`config.mk`:
```
export PLATFORM = sky130hd
export DESIGN_NAME = cascaded_counter_chain
export DESIGN_NICKNAME = d
export VERILOG_FILES = /design/src/rtl/counter_chain_pkg.sv /design/src/rtl/cascaded_counter_chain_stage.sv /design/src/rtl/cascaded_counter_chain.sv
export SDC_FILE = /design/constraint.sdc
export NUM_CORES = 1
export LEC_CHECK = 0
export BUFFER_PORTS_ARGS = -buffer_cell sky130_fd_sc_hd__buf_2
export CAP_MARGIN = 30
export CORE_MARGIN = 5
export CORE_UTILIZATION = 40
export DETAILED_ROUTE_END_ITERATION = 8
export GPL_TIMING_DRIVEN = 0
export PLACE_DENSITY = 0.75
export SYNTH_ARGS = -nofsm -noshare
export SYNTH_HDL_FRONTEND = slang
export SYNTH_SLANG_ARGS = --single-unit
```
`constraint.sdc`:
```
create_clock -name clk -period 2 [get_ports clk]
set_input_delay 0.4 -clock clk [delete_from_list [all_inputs] [get_ports clk]]
set_output_delay 0.4 -clock clk [all_outputs]
set_load 0.05 [all_outputs]
```
`src/rtl/counter_chain_pkg.sv`:
```
// Shared defaults, packing helper and halt-state type for the cascaded counter chain.
package counter_chain_pkg;

    localparam int unsigned DEF_NUM_STAGES = 3;
    localparam int unsigned DEF_STAGE_W    = 4;

    // Upper bounds for the packing helper; chains wider than this need these raised.
    localparam int unsigned MAX_VEC_W   = 256;
    localparam int unsigned MAX_STAGE_W = 32;

    typedef enum logic {
        StRun  = 1'b0,
        StHalt = 1'b1
    } halt_state_e;

    // Returns stage idx of a packed vector in the low bits; the caller narrows to its width.
    function automatic logic [MAX_STAGE_W-1:0] stage_slice(
        input logic [MAX_VEC_W-1:0] vec,
        input int unsigned          idx,
        input int unsigned          width
    );
        logic [MAX_VEC_W-1:0] shifted;
        shifted = vec >> (idx * width);
        return shifted[MAX_STAGE_W-1:0];
    endfunction

endpackage

```
`src/rtl/cascaded_counter_chain_stage.sv`:
```
// One stage of the counter chain: counts on step_in, wraps to zero at or above its terminal.
module counter_stage
    import counter_chain_pkg::*;
#(
    parameter int unsigned STAGE_W = DEF_STAGE_W
) (
    input  logic               clk,
    input  logic               rst,
    input  logic               clr,
    input  logic               ld,
    input  logic               step_in,
    input  logic [STAGE_W-1:0] term,
    input  logic [STAGE_W-1:0] ld_val,
    output logic [STAGE_W-1:0] cnt,
    output logic               at_term,
    output logic               wrap
);

    logic [STAGE_W-1:0] cnt_q, cnt_d;
    logic               wrap_q, wrap_d;

    // A loaded value above term is treated as terminal so the stage cannot run away.
    assign at_term = (cnt_q >= term);

    always_comb begin
        cnt_d  = cnt_q;
        wrap_d = 1'b0;
        if (clr) begin
            cnt_d = '0;
        end else if (ld) begin
            cnt_d = ld_val;
        end else if (step_in) begin
            if (at_term) begin
                cnt_d  = '0;
                wrap_d = 1'b1;
            end else begin
                cnt_d = cnt_q + STAGE_W'(1);
            end
        end
    end

    always_ff @(posedge clk) begin
        if (rst) begin
            cnt_q  <= '0;
            wrap_q <= 1'b0;
        end else begin
            cnt_q  <= cnt_d;
            wrap_q <= wrap_d;
        end
    end

    assign cnt  = cnt_q;
    assign wrap = wrap_q;

endmodule

```
`src/rtl/cascaded_counter_chain.sv`:
```
// Chain of ripple-enabled counter stages with one-shot halt, parallel load and done pulse.
module cascaded_counter_chain
    import counter_chain_pkg::*;
#(
    parameter int unsigned NUM_STAGES = DEF_NUM_STAGES,
    parameter int unsigned STAGE_W    = DEF_STAGE_W
) (
    input  logic                          clk,
    input  logic                          rst,
    input  logic                          clr,
    input  logic                          en,
    input  logic                          oneshot,
    input  logic                          ld,
    input  logic [NUM_STAGES*STAGE_W-1:0] ld_val,
    input  logic [NUM_STAGES*STAGE_W-1:0] term,
    output logic [NUM_STAGES*STAGE_W-1:0] count_o,
    output logic [NUM_STAGES-1:0]         wrap_o,
    output logic                          done_o,
    output logic                          busy_o
);

    logic [MAX_VEC_W-1:0]  ld_ext;
    logic [MAX_VEC_W-1:0]  term_ext;
    logic [NUM_STAGES-1:0] step;
    logic [NUM_STAGES-1:0] at_term;
    logic                  chain_wrap;
    logic                  done_q, done_d;
    halt_state_e           state_q, state_d;

    assign ld_ext   = MAX_VEC_W'(ld_val);
    assign term_ext = MAX_VEC_W'(term);

    assign step[0] = en && (state_q == StRun);

    for (genvar i = 0; i < NUM_STAGES; i++) begin : g_stage
        logic [STAGE_W-1:0] stage_term;
        logic [STAGE_W-1:0] stage_ld_val;
        logic [STAGE_W-1:0] stage_cnt;

        assign stage_term   = STAGE_W'(stage_slice(term_ext, i, STAGE_W));
        assign stage_ld_val = STAGE_W'(stage_slice(ld_ext, i, STAGE_W));

        if (i > 0) begin : g_carry
            assign step[i] = step[i-1] && at_term[i-1];
        end

        counter_stage #(
            .STAGE_W (STAGE_W)
        ) u_stage (
            .clk     (clk),
            .rst     (rst),
            .clr     (clr),
            .ld      (ld),
            .step_in (step[i]),
            .term    (stage_term),
            .ld_val  (stage_ld_val),
            .cnt     (stage_cnt),
            .at_term (at_term[i]),
            .wrap    (wrap_o[i])
        );

        assign count_o[i*STAGE_W +: STAGE_W] = stage_cnt;
    end

    // A step reaching the top stage at terminal means every lower stage wrapped this cycle.
    assign chain_wrap = step[NUM_STAGES-1] && at_term[NUM_STAGES-1];

    always_comb begin
        state_d = state_q;
        done_d  = 1'b0;
        if (clr || ld) begin
            state_d = StRun;
        end else begin
            done_d = chain_wrap;
            if (chain_wrap && oneshot) begin
                state_d = StHalt;
            end
        end
    end

    always_ff @(posedge clk) begin
        if (rst) begin
            state_q <= StRun;
            done_q  <= 1'b0;
        end else begin
            state_q <= state_d;
            done_q  <= done_d;
        end
    end

    assign done_o = done_q;
    assign busy_o = (state_q == StRun);

endmodule

```
==> summary.md <==
| Metric | Value |
|---|---|
| Die ar. | `0.00417 sq mm` |
| Count leader, synth | `nand2_1` |
| Hold path cells | `3` |
| Final worst-path cycle share | `0.967` |
| Share of cells above drive strength 1 | `0.367` |
| Clock Skew | `0.00849 ns` |
| FFs w/ async S/R, synth | `0` |
| Max VDD drop | `174 uV` |
| Global Route Usage Sum | `0.149` |
| Area Overhead vs Synth | `28.4%` |
| Status | `finished, final reports clean` |
| F_max | `between 0.5 and 0.6 GHz` |
| Hold Path Class | `input pin to flop` |
| Final net count | `roughly 250` |
| Met3 GRT Util | `0.0345` |
| Total Routed Length | `~3.0 mm` |
| Power Density | `498 mW/mm^2` |
| Grt peak-use layer | `met2` |
| Crit path kind | `flop to flop` |
| Initial Util | `0.425` |
| Worst-Skew Late Latency | `0.30 ns` |
| CTS Buf Count | `3` |
| Global route overflow | `0` |
| Crit start category | `flop` |
| Commonest cells in the netlist | `nand2_1, dfxtp_1, ha_1, inv_1, o21ai_0` |
| First-pass GRT wire length | `4.98 mm` |
| CP arrival | `approximately 2.2 ns` |
| Slew of the pin with the lowest slew margin | `0.455 ns` |
| Filler cell count | `291` |
| Residual DRC count | `0` |
| Share of Yosys cell area claimed by the top area cell type | `0.286` |
| Final TNS setup | `0 ns` |
| Drt pass-1 iters | `4` |
| Post-Layout Cell Count | `between 200 and 250` |
| Reg2reg path depth | `7` |
| Register area share after synthesis | `0.286` |
| Slowest CP cell | `a2111o_1` |
| Final Hold Viols | `0` |
| Slowest cell delay on critical path | `0.41 ns` |
| Post-Syn Nets | `~190` |
| Req. time, crit path | `2.23 ns` |
| Remaining antenna violation count | `0` |
| I/O Pins | `47` |
| CTS tree | `yes` |
| Crit path cell chain | `inv_2 -> ha_1 -> nand2b_4 -> a2111o_1 -> and2_4 -> a21oi_4 -> mux2i_1` |
| Die W | `64.6 um` |
| # rows | `19` |
| Root buffer cell | `clkbuf_4` |
| Flops & latches, synth | `17` |
| Footprint of the multi-input gates | `around 750 sq um` |
| Rel. slew slack | `0.697` |
| Hold_buf cts | `0` |
| # Max-Cap Violations | `0` |
| Clk pin slew, worst setup/hold paths | `0.11 ns` |
| Htree depth | `1` |
| Number of synthesized flops with an enable pin | `0` |
| Synth Instances | `between 100 and 150` |
| Vias in the first global route | `1151` |
| Inserted Diodes | `0` |
| Pin count of the biggest net entering global routing | `11` |
| DP Wirelength | `2.35 mm` |
| Die Span Y | `64.6 um` |
| Wire length per cell | `roughly 13 um` |
| Area occupied by registers | `348 sq um` |
| Clock Path Buffers | `2` |
| Final setup violation count | `0` |
| Dominant synthesized flop cell | `dfxtp_1` |
| Via Count | `around 1200` |
| Area contributors post-synth | `dfxtp_1, ha_1, nand2_1` |
| Core region area | `about 0.0028 sq mm` |
| Average footprint of a synthesized cell | `around 8.2 sq um` |
| Met2 Track Usage GR | `0.240` |
| Antenna violations before repair | `0` |
| CP endpoint kind | `flop` |
| Met1 GRT Util | `0.197` |
| Pwr Total | `roughly 760 uW` |
| # port buffers | `46` |
| Fin. max-slew vios | `0` |
| Routed vias/inst | `5.37` |
| Synthesized area | `between 0.001 and 0.0015 sq mm` |
| Yosys warns | `0` |
| Global placer's final weighted congestion | `between 0.8 and 0.9` |
| CTS sink count | `17` |
| Crit path max fanout | `4` |
| Min Tclk post-route | `1.93 ns` |
| Synth cell types | `41` |
| DR iter-0 viols | `26` |
| Post-synth top area cell | `dfxtp_1` |
| P_leak | `0.802 nW` |
| Hold WS | `approximately 0.33 ns` |
| Dpl cells | `approximately 220` |
path summary, 6_finish.rpt:
path,startpoint,end,slack [ns]
worst max-delay path,g_stage[1].u_stage.cnt[0],g_stage[2].u_stage.cnt[0],0.07
worst min-delay path,ld_val[3],g_stage[0].u_stage.cnt[3],0.33
worst max register to register,g_stage[1].u_stage.cnt[0],g_stage[2].u_stage.cnt[0],0.07
worst min register to register,g_stage[2].u_stage.cnt[1],g_stage[2].u_stage.cnt[1],0.53
logic make-up after synthesis:
| logic type | count (synthesis) | share of synthesized area |
|---|---|---|
| XOR/XNOR | 2 | 0.0147 |
| adder cells (fa/ha/maj) | 15 | 0.158 |
| AND/OR/NAND/NOR | 48 | 0.204 |
| flip-flops | 17 | 0.286 |
| AO/OA/AOI/OAI | 38 | 0.218 |
| buffers and inverters | 23 | 0.0945 |
| multiplexers | 3 | 0.0252 |
cells in the final DEF, fill, tap and decap left out, types with 3 or more instances in the layout:
cell and n:
nand4_1 3, nand3_1 4, nand2_1 19, buf_2 46, ha_1 15, mux2i_1 3, a31oi_1 6, o21ai_0 9
o211ai_1 3, clkbuf_1 3, dfxtp_2 3, clkbuf_4 3, o31ai_1 3, buf_4 6, inv_1 14, a21oi_1 5
nor2_1 7, dfxtp_1 13
report_power, final:
part           internal [mW]  switching (mW)  total, mW
Sequential             0.348          0.0119      0.360
Clock                 0.0747           0.118      0.193
Combinational         0.0842           0.124      0.208
Total                  0.507           0.254      0.761
worst max-delay path: cells and delay by family, from the launching register on:
family / cells / cell delay (ns)
adder cells (fa/ha/maj): 1 / 0.26
flip-flops: 1 / 0.37
AND/OR/NAND/NOR: 2 / 0.34
buffers and inverters: 1 / 0.04
multiplexers: 1 / 0.21
AO/OA/AOI/OAI: 2 / 0.63
state kept, by name (all words and copies together) (netlist names):
signal and cells:
done_o 1, g_stage.u_stage.cnt 12, state_q 1, g_stage.u_stage.wrap 3
final cells by class:
class | count | area share
inverters | 15 | 0.0368
plain buffers | 8 | 0.0368
clock inverters | 1 | 0.00327
well taps | 31 | 0.0254
multi-input cells | 106 | 0.490
repair buffers | 49 | 0.165
flip-flops and latches | 17 | 0.227
clock buffers | 3 | 0.0147
repair_timing:
action | 4_1_cts | 5_1_grt
buffers inserted | 0 | 3
endpoints found under the setup margin | 0 | 6
gates resized for setup | 0 | 3
per-layer routing:
metal | vias up | wire (um)
met3 | 5 | 163
met2 | 39 | 1430
met5 | - | 0
met4 | 0 | 42
met1 | 566 | 1390
li1 | 625 | -
per-stage QoR:
stage / utilization / cell area (sq um) / setup slack, ns
2_1_floorplan: - / 1200 / 0.0277
3_3_place_gp: 0.523 / 1470 / -0.0585
3_5_place_dp: 0.523 / 1470 / -0.0777
4_1_cts: 0.533 / 1500 / 0.0305
5_1_grt: 0.545 / 1530 / -0.0101
6_report: 0.545 / 1530 / 0.0667
Note: power is estimated with default switching activity, not from simulation.
